==> src/rtl/intra4x4_mode_decider_if.sv <==
`default_nettype none
// ============================================================================
// Module   : intra4x4_mode_decider_if
// Brief    : Block-in / result-out handshake bundle for the intra 4x4 decider.
// Revision : 1.0
// ============================================================================
interface intra4x4_mode_decider_if #(
  parameter int SAD_W = 8
);
  logic                 in_valid;
  logic                 in_ready;
  logic [8*SAD_W-1:0]   sads_in;
  logic [7:0]           mode_mask;
  logic [3:0]           mpm;
  logic                 out_valid;
  logic                 out_ready;
  logic [2:0]           best_slot;
  logic [3:0]           best_mode;
  logic [SAD_W:0]       best_cost;
  logic                 none_valid;

  modport slave (
    input  in_valid, sads_in, mode_mask, mpm, out_ready,
    output in_ready, out_valid, best_slot, best_mode, best_cost, none_valid
  );

  modport master (
    output in_valid, sads_in, mode_mask, mpm, out_ready,
    input  in_ready, out_valid, best_slot, best_mode, best_cost, none_valid
  );
endinterface
`default_nettype wire

==> src/rtl/intra4x4_mode_decider.sv <==
`default_nettype none
// ============================================================================
// Module   : intra4x4_mode_decider
// Brief    : Serial cheapest-mode search over eight intra 4x4 SADs with MPM bias.
// Revision : 1.0
// ============================================================================
module intra4x4_mode_decider #(
  parameter int SAD_W   = 8,
  parameter int PENALTY = 4
) (
  input  wire logic               clk,
  input  wire logic               reset,
  intra4x4_mode_decider_if.slave  bus
);

  typedef enum logic [1:0] {
    IDLE = 2'd0,
    SCAN = 2'd1,
    DONE = 2'd2
  } state_t;

  localparam logic [SAD_W:0] c_penalty  = (SAD_W+1)'(PENALTY);
  localparam logic [SAD_W:0] c_all_ones = '1;

  state_t               r_state;
  state_t               w_next;
  logic [2:0]           r_k;
  logic [8*SAD_W-1:0]   r_sads;
  logic [7:0]           r_mask;
  logic [3:0]           r_mpm;
  logic [SAD_W:0]       r_best;
  logic [2:0]           r_run_slot;
  logic                 r_found;
  logic [2:0]           r_best_slot;
  logic [3:0]           r_best_mode;
  logic [SAD_W:0]       r_best_cost;
  logic                 r_none_valid;

  logic [SAD_W-1:0]     w_sad;
  logic [SAD_W:0]       w_cost;
  logic                 w_take;
  logic [SAD_W:0]       w_new_best;
  logic [2:0]           w_new_slot;
  logic                 w_new_found;

  // Slot order V,H,VL,VR,HU,HD,DDL,DDR mapped to H.264 intra 4x4 mode numbers
  function automatic logic [3:0] slot2mode(input logic [2:0] s);
    case (s)
      3'd0:    slot2mode = 4'd0;
      3'd1:    slot2mode = 4'd1;
      3'd2:    slot2mode = 4'd7;
      3'd3:    slot2mode = 4'd5;
      3'd4:    slot2mode = 4'd8;
      3'd5:    slot2mode = 4'd6;
      3'd6:    slot2mode = 4'd3;
      default: slot2mode = 4'd4;
    endcase
  endfunction

  always_comb begin
    w_sad       = r_sads[r_k*SAD_W +: SAD_W];
    w_cost      = {1'b0, w_sad} + ((slot2mode(r_k) == r_mpm) ? '0 : c_penalty);
    // Strict less-than keeps the lowest slot on ties
    w_take      = r_mask[r_k] && (!r_found || (w_cost < r_best));
    w_new_best  = w_take ? w_cost : r_best;
    w_new_slot  = w_take ? r_k    : r_run_slot;
    w_new_found = r_found | w_take;
  end

  always_comb begin
    w_next = r_state;
    case (r_state)
      IDLE:    if (bus.in_valid)  w_next = SCAN;
      SCAN:    if (r_k == 3'd7)   w_next = DONE;
      DONE:    if (bus.out_ready) w_next = IDLE;
      default: w_next = IDLE;
    endcase
  end

  always_ff @(posedge clk or negedge reset) begin
    if (!reset) r_state <= IDLE;
    else        r_state <= w_next;
  end

  always_ff @(posedge clk or negedge reset) begin
    if (!reset) begin
      r_k          <= '0;
      r_sads       <= '0;
      r_mask       <= '0;
      r_mpm        <= '0;
      r_best       <= '0;
      r_run_slot   <= '0;
      r_found      <= 1'b0;
      r_best_slot  <= '0;
      r_best_mode  <= '0;
      r_best_cost  <= '0;
      r_none_valid <= 1'b0;
    end else begin
      case (r_state)
        IDLE: begin
          if (bus.in_valid) begin
            r_sads     <= bus.sads_in;
            r_mask     <= bus.mode_mask;
            r_mpm      <= bus.mpm;
            r_best     <= c_all_ones;
            r_run_slot <= '0;
            r_found    <= 1'b0;
            r_k        <= '0;
          end
        end
        SCAN: begin
          r_k        <= r_k + 3'd1;
          r_best     <= w_new_best;
          r_run_slot <= w_new_slot;
          r_found    <= w_new_found;
          if (r_k == 3'd7) begin
            if (w_new_found) begin
              r_best_slot  <= w_new_slot;
              r_best_mode  <= slot2mode(w_new_slot);
              r_best_cost  <= w_new_best;
              r_none_valid <= 1'b0;
            end else begin
              r_best_slot  <= '0;
              r_best_mode  <= '0;
              r_best_cost  <= c_all_ones;
              r_none_valid <= 1'b1;
            end
          end
        end
        default: ;
      endcase
    end
  end

  assign bus.in_ready   = (r_state == IDLE);
  assign bus.out_valid  = (r_state == DONE);
  assign bus.best_slot  = r_best_slot;
  assign bus.best_mode  = r_best_mode;
  assign bus.best_cost  = r_best_cost;
  assign bus.none_valid = r_none_valid;

endmodule
`default_nettype wire
==> src/flat_wrapper.sv <==
// flat-port wrapper written by rule: the top's interface ports become plain ports
module intra4x4_mode_decider_flat 
#(
  parameter int SAD_W   = 8,
  parameter int PENALTY = 4
)
  (clk, reset, bus_in_valid, bus_sads_in, bus_mode_mask, bus_mpm, bus_out_ready, bus_in_ready, bus_out_valid, bus_best_slot, bus_best_mode, bus_best_cost, bus_none_valid);
  intra4x4_mode_decider_if #(.SAD_W(SAD_W)) bus_i ();
  input  wire logic clk;
  input  wire logic reset;
  input wire logic [$bits(bus_i.in_valid)-1:0] bus_in_valid;
  input wire logic [$bits(bus_i.sads_in)-1:0] bus_sads_in;
  input wire logic [$bits(bus_i.mode_mask)-1:0] bus_mode_mask;
  input wire logic [$bits(bus_i.mpm)-1:0] bus_mpm;
  input wire logic [$bits(bus_i.out_ready)-1:0] bus_out_ready;
  output wire logic [$bits(bus_i.in_ready)-1:0] bus_in_ready;
  output wire logic [$bits(bus_i.out_valid)-1:0] bus_out_valid;
  output wire logic [$bits(bus_i.best_slot)-1:0] bus_best_slot;
  output wire logic [$bits(bus_i.best_mode)-1:0] bus_best_mode;
  output wire logic [$bits(bus_i.best_cost)-1:0] bus_best_cost;
  output wire logic [$bits(bus_i.none_valid)-1:0] bus_none_valid;
  assign bus_i.in_valid = bus_in_valid;
  assign bus_i.sads_in = bus_sads_in;
  assign bus_i.mode_mask = bus_mode_mask;
  assign bus_i.mpm = bus_mpm;
  assign bus_i.out_ready = bus_out_ready;
  assign bus_in_ready = bus_i.in_ready;
  assign bus_out_valid = bus_i.out_valid;
  assign bus_best_slot = bus_i.best_slot;
  assign bus_best_mode = bus_i.best_mode;
  assign bus_best_cost = bus_i.best_cost;
  assign bus_none_valid = bus_i.none_valid;
  intra4x4_mode_decider #(.SAD_W(SAD_W), .PENALTY(PENALTY)) u_core (.clk(clk), .reset(reset), .bus(bus_i));
endmodule
==> config.mk <==
export PLATFORM = sky130hd
export DESIGN_NAME = intra4x4_mode_decider_flat
export DESIGN_NICKNAME = d
export VERILOG_FILES = /design/src/rtl/intra4x4_mode_decider_if.sv /design/src/rtl/intra4x4_mode_decider.sv /design/src/flat_wrapper.sv
export SDC_FILE = /design/constraint.sdc
export NUM_CORES = 1
export LEC_CHECK = 0
export ABC_AREA = 1
export ABC_CLOCK_PERIOD_IN_PS = 11900
export CORE_ASPECT_RATIO = 0.75
export CORE_MARGIN = 8
export CORE_UTILIZATION = 35
export CTS_BUF_LIST = sky130_fd_sc_hd__clkbuf_8
export DETAILED_ROUTE_END_ITERATION = 6
export GPL_ROUTABILITY_DRIVEN = 0
export PLACE_DENSITY = 0.57
export SLEW_MARGIN = 20
export SYNTH_ARGS = -nofsm -noshare
export SYNTH_HDL_FRONTEND = slang
export SYNTH_SLANG_ARGS = --single-unit
==> constraint.sdc <==
create_clock -name clk -period 11.9 [get_ports clk]
set_clock_uncertainty 0.15 [all_clocks]
set_input_delay 1.785 -clock clk [delete_from_list [all_inputs] [get_ports clk]]
set_output_delay 1.785 -clock clk [all_outputs]
set_load 0.005 [all_outputs]
==> results of run 1 <==
[logic make-up (layout without fill, tap and decap cells)]
kind of cell	after synthesis	after routing	share of synthesized area (%)
AOI/OAI and AO/OA	108	108	10.96
xor gates and xnor gates	4	4	0.6234
adders and majority gates	15	15	3.340
buffers and inverters	89	175	7.259
DFF	111	111	49.43
and+or+nand+nor	395	395	28.39
[metal layers]
| layer | up-vias | wire [um] | part of all wire, % |
|---|---|---|---|
| met5 | - | 0 | 0 |
| met4 | 0 | 146 | 1.0 |
| met3 | 12 | 830 | 5.7 |
| met2 | 115 | 6598 | 45 |
| met1 | 2274 | 7062 | 48 |
| li1 | 2433 | - | - |
[synthesized netlist by cell type (4+ instances only)]
cell type,number,share of area [%]
inv_2,6,0.40
nand2_1,295,20
or2_2,5,0.56
nand3_1,24,2.1
inv_1,49,3.3
o22ai_1,14,1.6
o21ai_2,8,1.2
buf_4,6,0.80
buf_6,6,1.2
ha_1,15,3.3
clkbuf_1,15,1.0
xor2_1,4,0.62
nor2_1,56,3.7
o21ai_1,24,2.1
a21oi_1,7,0.62
dfrtp_1,111,49
o21ai_0,44,3.9
nor2_2,4,0.45
a21boi_1,4,0.53
[critical path, cell delays in order (launching register included)]
cell and delay [ns]:
dfrtp_1 0.94, inv_1 0.61, ha_1 0.36, nand2_1 0.08, xor2_1 0.17, o211ai_1 0.11, a211o_1 0.26, ha_1 0.25
ha_1 0.25, inv_1 0.11, xor2_1 0.21, inv_1 0.07, ha_1 0.29, a21oi_1 0.14, o21ai_0 0.10, a21oi_1 0.14
nand2_1 0.10, nand2_2 0.15, nand2_4 0.14, inv_2 0.20, nand2_1 0.08, o21ai_1 0.13, a21boi_1 0.10
[flip-flops by register name, indices dropped and copies added, names as in the netlist]
signal	flops
u_core.r_mpm	4
u_core.bus.none_valid	1
u_core.bus.best_mode	4
u_core.bus.best_slot	3
u_core.r_best	9
u_core.r_found	1
u_core.r_run_slot	3
u_core.r_state	2
u_core.r_sads	64
u_core.r_k	3
u_core.bus.best_cost	9
u_core.r_mask	8
[cell type report]
| type | instances | area [um2] | share of cell area (%) |
|---|---|---|---|
| timing repair buffer | 102 | 1008 | 14.59 |
| clock buffer | 9 | 123.9 | 1.792 |
| tap | 210 | 262.8 | 3.802 |
| multi-input combinational | 522 | 2436 | 35.25 |
| sequential | 111 | 2778 | 40.19 |
| inverter | 57 | 216.5 | 3.132 |
| clock inverter | 7 | 86.33 | 1.249 |
[power by group]
| group | internal (mW) | total [mW] | switching, mW | leakage [nW] |
|---|---|---|---|---|
| combinational | 0.402 | 1.05 | 0.649 | 1.97 |
| clock | 0.103 | 0.242 | 0.139 | 0.105 |
| sequential | 0.557 | 0.681 | 0.125 | 1.36 |
[stage by stage]
step | hold slack, ns | instances | power [mW]
after global routing | 0.3594 | 1018 | 2.179
after floorplan | 0.2936 | 722 | 1.454
after global placement | 0.3069 | 1002 | 1.704
final | 0.3371 | 1018 | 1.974
after CTS | 0.3368 | 1018 | 1.992
after detailed placement | 0.3107 | 1002 | 1.745
[worst max-delay path by stage]
stage	endpoint	slack, ns	start	cells after the start
final	u_core.r_best[6]$_DFFE_PN0P_	6.66	u_core.r_k[1]$_DFFE_PN0P_	22
after floorplan	u_core.r_best[5]$_DFFE_PN0P_	8.05	u_core.r_k[0]$_DFFE_PN0P_	25
after global placement	u_core.r_best[6]$_DFFE_PN0P_	7.04	u_core.r_k[1]$_DFFE_PN0P_	22
after detailed placement	u_core.r_best[6]$_DFFE_PN0P_	6.70	u_core.r_k[1]$_DFFE_PN0P_	22
after CTS	u_core.r_best[6]$_DFFE_PN0P_	6.68	u_core.r_k[1]$_DFFE_PN0P_	22
after global routing	u_core.r_best[6]$_DFFE_PN0P_	6.21	u_core.r_k[1]$_DFFE_PN0P_	22
==> summary.md, run 1 <==
| Metric | Value |
|---|---|
| Initial antenna violation count | 0 |
| WL per Instance | 14.38 um |
| Slew headroom | 40.42% |
| Number of buffers added to fix hold violations after cts | 0 |
| Arrival time at the worst endpoint | 5.35 ns |
| Number of synthesized flops with an enable pin | 0 |
| Number of sinks handled by clock tree synthesis | 111 |
| # IOs | 99 |
| Predominant post-synthesis flop cell | dfrtp_1 |
| Worst-case setup margin in the final layout | 6.658 ns |
| Number of setup buffers added after CTS | 0 |
| Post-synthesis cell type count | 37 |
| Via count of the first global-routing pass | 5076 |
| Core outline area | 0.01587 mm2 |
| Total standard cell area after synthesis | 0.005619 mm2 |
| Result of the run | finished, final reports clean |
| Total number of placement rows | 40 |
| First-iteration detailed-routing DRC count | 343 |
| Critical path class | reg -> reg |
| Required time worst endpoint | 12.01 ns |
| Most Used Layer, Global Route | met2 |
| Sequential fraction of the synthesis area | 49.43% |
| Commonest cells after routing, fill and taps aside | nand2_1, dfrtp_1, clkdlybuf4s50_1 |
| Static Leak | 3.433 nW |
| Clk Tree Root Cell | clkbuf_8 |
| Syn. warnings | 0 |
| Cells after Synth | 722 |
| Setup_tns | 0 ns |
| Worst r2r dst | u_core.r_best[6]$_DFFE_PN0P_ |
| Global-route total usage across every layer | 14.62% |
| Hold Path Sink | u_core.r_sads[52]$_DFFE_PN0P_ |
| Number of buffers created by CTS | 9 |
| Gates resized, CTS repair | 0 |
| First drt pass iteration count | 5 |
| H-tree depth | 3 |
| Dpl cell area | 0.006701 mm2 |
| Largest net degree at the start of global routing | 88 |
| Critical path startpoint category | flop |
| CTS tree | built |
| Crit. End Element | flop |
| Max Transition Viols Final | 0 |
| Clock transition at the register clock pins on the worst setup and hold paths after CTS | 0.12 ns |
| Number of vias per cell | 4.749 |
| Wire length of the first global-routing pass | 24700 um |
| Final number of setup-violating endpoints | 0 |
| Worst hold path depth | 2 |
| Total count of hold-check failures in the final report | 0 |
| Launch point of the worst hold path | u_core.r_sads[52]$_DFFE_PN0P_ |
| Slew of the pin with the lowest slew margin | 0.8937 ns |
| Launching point of the worst reg2reg path | u_core.r_k[1]$_DFFE_PN0P_ |
| Number of port buffers | 98 |
| Layout net count | 898 |
| Final Routed Wirelength | 14640 um |
| Die Wd | 162.3 um |
| Largest driver fanout on the critical path | 23 |
| Count of antenna diodes in the layout | 0 |
| Layout area overhead | 23.00% |
| Met2 Usage GRT | 23.23% |
| Unrepaired setup endpoints after global routing | no |
| Post-place setup slack | 6.698 ns |
| Highest clock rate | 190.8 MHz |
| Logic depth of the worst register-to-register path | 22 |
| Post-route cell area | 0.006912 mm2 |
| GRT Residual Overflow | 0 |
| Most frequent standard cell in the layout excluding fill and tap cells | nand2_1 |
| Power per unit of standard cell area | 285.6 mW/mm2 |
| Number of fill cells | 1603 |
| Shortest clock period the worst path allows after layout | 5.242 ns |
| HPWL after DPL | 10440 um |
| DRC Markers | 0 |
| Clock latency on the worst-skew pair | 0.38 ns |
| Antenna viol nets, final | 0 |
| M3 GR Usage | 3.809% |
| Post-synthesis sequential element count | 111 |
| Worst Hold Class | reg -> reg |
| Routed vias | 4834 |
| Avg Synthesized Cell Area | 7.783 um2 |
| Met1 layer usage reported by global route | 19.48% |
| Share of the clock period used by the worst path after layout | 44.05% |
| Die footprint | 0.02041 mm2 |
| Worst-case register-to-register setup slack | 6.66 ns |
| Max IR drop VDD | 93.22 uV |
| Net count after synthesis | 817 |
| Number of buffers between clock root and the deepest sink | 2 |
| Share of synthesized flip-flops with an asynchronous set or reset | 100.0% |
| Starting utilization of the core area | 35.42% |
| Core utilization of the finished layout | 43.56% |
| Die height | 125.7 um |
| Total of max-cap violations | 0 |
| Proportion of layout cells with a drive suffix above 1 | 6.807% |
Note: power is estimated with default switching activity, not from simulation.
==> run 2: changes to the inputs <==
--- a/config.mk
+++ b/config.mk
@@ -6,7 +6,7 @@
 export NUM_CORES = 1
 export LEC_CHECK = 0
 export ABC_AREA = 1
-export ABC_CLOCK_PERIOD_IN_PS = 11900
+export ABC_CLOCK_PERIOD_IN_PS = 4850
 export CORE_ASPECT_RATIO = 0.75
 export CORE_MARGIN = 8
 export CORE_UTILIZATION = 35
==> constraint.sdc (replaced) <==
create_clock -name clk -period 4.85 [get_ports clk]
set_clock_uncertainty 0.15 [all_clocks]
set_input_delay 0.7275 -clock clk [delete_from_list [all_inputs] [get_ports clk]]
set_output_delay 0.7275 -clock clk [all_outputs]
set_load 0.005 [all_outputs]
==> run 2 against run 1 <==
- worst setup slack lost 6.0 ns
- first-iteration DRC count fell by 6.1%
- critical path depth decreased by 1
- sequential share of layout area down 0.16 points
- total power rose by 150%
- sequential power increased by 140%
- wire length decreased by 0.79%
==> summary.md, run 2 (synthesis gave the netlist of run 1 again) <==
| Metric | Value |
|---|---|
| Via count of the first global-routing pass | 4882 |
| Total count of hold-check failures in the final report | 0 |
| Largest driver fanout on the critical path | 25 |
| Required time worst endpoint | 4.95 ns |
| Global-route total usage across every layer | 14.49% |
| Clock transition at the register clock pins on the worst setup and hold paths after CTS | 0.10 ns |
| Largest net degree at the start of global routing | 75 |
| Slew of the pin with the lowest slew margin | 0.9644 ns |
| # IOs | 99 |
| Most frequent standard cell in the layout excluding fill and tap cells | nand2_1 |
| Gates resized, CTS repair | 0 |
| GRT Residual Overflow | 0 |
| Die Wd | 162.3 um |
| Sequential standard cell area | 0.002778 mm2 |
| Multi-input gate area in the final layout | 0.002436 mm2 |
| Wire length of the first global-routing pass | 24250 um |
| Number of vias per cell | 4.770 |
| Number of buffers between clock root and the deepest sink | 2 |
| Static Leak | 3.453 nW |
| H-tree depth | 3 |
| Max IR drop VDD | 217.3 uV |
| Share of the clock period used by the worst path after layout | 86.35% |
| Starting utilization of the core area | 35.42% |
| Minimum hold slack | 0.3198 ns |
| Number of buffers added to fix hold violations after cts | 0 |
| Crit. End Element | flop |
| Clk Tree Root Cell | clkbuf_8 |
| Number of sinks handled by clock tree synthesis | 111 |
| Post-place setup slack | 0.6791 ns |
| Number of buffers created by CTS | 9 |
| Total of max-cap violations | 0 |
| Highest clock rate | 238.8 MHz |
| Total number of placement rows | 40 |
| Final Routed Wirelength | 14520 um |
| First-iteration detailed-routing DRC count | 322 |
| Layout net count | 902 |
| Unrepaired setup endpoints after global routing | no |
| Layout area overhead | 23.49% |
| First drt pass iteration count | 5 |
| Result of the run | finished, final reports clean |
| Die height | 125.7 um |
| Antenna viol nets, final | 0 |
| Dpl cell area | 0.006731 mm2 |
| Critical path startpoint category | flop |
| Non-filler instance count after layout | 1022 |
| Core utilization of the finished layout | 43.74% |
| Critical path class | reg -> reg |
| Proportion of layout cells with a drive suffix above 1 | 7.266% |
| Routed vias | 4875 |
| Max Transition Viols Final | 0 |
| Commonest cells after routing, fill and taps aside | nand2_1, dfrtp_1, clkdlybuf4s50_1 |
| Power per unit of standard cell area | 697.4 mW/mm2 |
| Number of port buffers | 98 |
| Worst-case setup margin in the final layout | 0.6620 ns |
| Number of fill cells | 1586 |
| HPWL after DPL | 10480 um |
| Initial antenna violation count | 0 |
| Worst Hold Class | in -> async |
| WL per Instance | 14.21 um |
| Number of setup buffers added after CTS | 0 |
| DRC Markers | 0 |
| Final number of setup-violating endpoints | 0 |
| Setup_tns | 0 ns |
| Clock latency on the worst-skew pair | 0.38 ns |
| Top reg by flops | u_core.r_sads |
| CTS tree | built |
| Count of antenna diodes in the layout | 0 |
| Slew headroom | 35.71% |
| Flip-flop count of the largest register, all copies and words added | 64 |
| Die footprint | 0.02041 mm2 |
| Total Power Consumption | 4.840 mW |
| Shortest clock period the worst path allows after layout | 4.188 ns |
| Post-route cell area | 0.006939 mm2 |
| Arrival time at the worst endpoint | 4.29 ns |
| Number of instances in the placed design | 1006 |
| Core outline area | 0.01587 mm2 |
[run 2: final timing paths]
kind / end / slack [ns] / cells past startpoint / from
max in group asynchronous: u_core.r_sads[15]$_DFFE_PN0P_ / 3.15 / 2 / reset
max reg2reg: u_core.r_best[5]$_DFFE_PN0P_ / 0.66 / 21 / u_core.r_k[0]$_DFFE_PN0P_
min in group clk: u_core.r_sads[25]$_DFFE_PN0P_ / 0.34 / 2 / u_core.r_sads[25]$_DFFE_PN0P_
min reg2reg: u_core.r_sads[25]$_DFFE_PN0P_ / 0.34 / 2 / u_core.r_sads[25]$_DFFE_PN0P_
max: u_core.r_best[5]$_DFFE_PN0P_ / 0.66 / 21 / u_core.r_k[0]$_DFFE_PN0P_
min: u_core.r_sads[48]$_DFFE_PN0P_ / 0.32 / 1 / reset
[run 2: worst max-delay path, cell delays in order, from the launching register on]
cell      delay [ns]
dfrtp_1         0.66
buf_4           0.37
o21ai_0         0.13
o22ai_1         0.17
nor2_1          0.06
a31oi_1         0.18
ha_1            0.26
ha_1            0.22
inv_1           0.08
xor2_1          0.19
inv_1           0.07
ha_1            0.29
a21oi_1         0.15
o21ai_0         0.09
a21oi_1         0.13
nand2_1         0.09
nand2_2         0.15
nand2_4         0.14
inv_2           0.19
nand2_1         0.08
o21ai_1         0.11
a21boi_1        0.09
[run 2: layer usage]
| layer | part of all wire, % | up-vias | track usage [%] |
|---|---|---|---|
| met3 | 6.0 | 17 | 3.939 |
| met2 | 43 | 137 | 22.08 |
| met1 | 49 | 2264 | 19.73 |
| li1 | - | 2457 | - |
| met5 | 0 | - | 0 |
| met4 | 1.3 | 0 | 4.183 |
[run 2: cell type report]
cell class | instances | share of cell area (%)
sequential | 111 | 40.03
clock inverter | 5 | 0.8114
clock buffer | 11 | 2.182
multi-input combinational | 522 | 35.11
tap | 210 | 3.787
inverter | 57 | 3.119
timing repair buffer | 106 | 14.97
[run 2: power by group]
group	internal [mW]	total, mW	switching [mW]
Sequential	1.37	1.65	0.278
Combinational	1.00	2.61	1.61
Clock	0.267	0.585	0.318
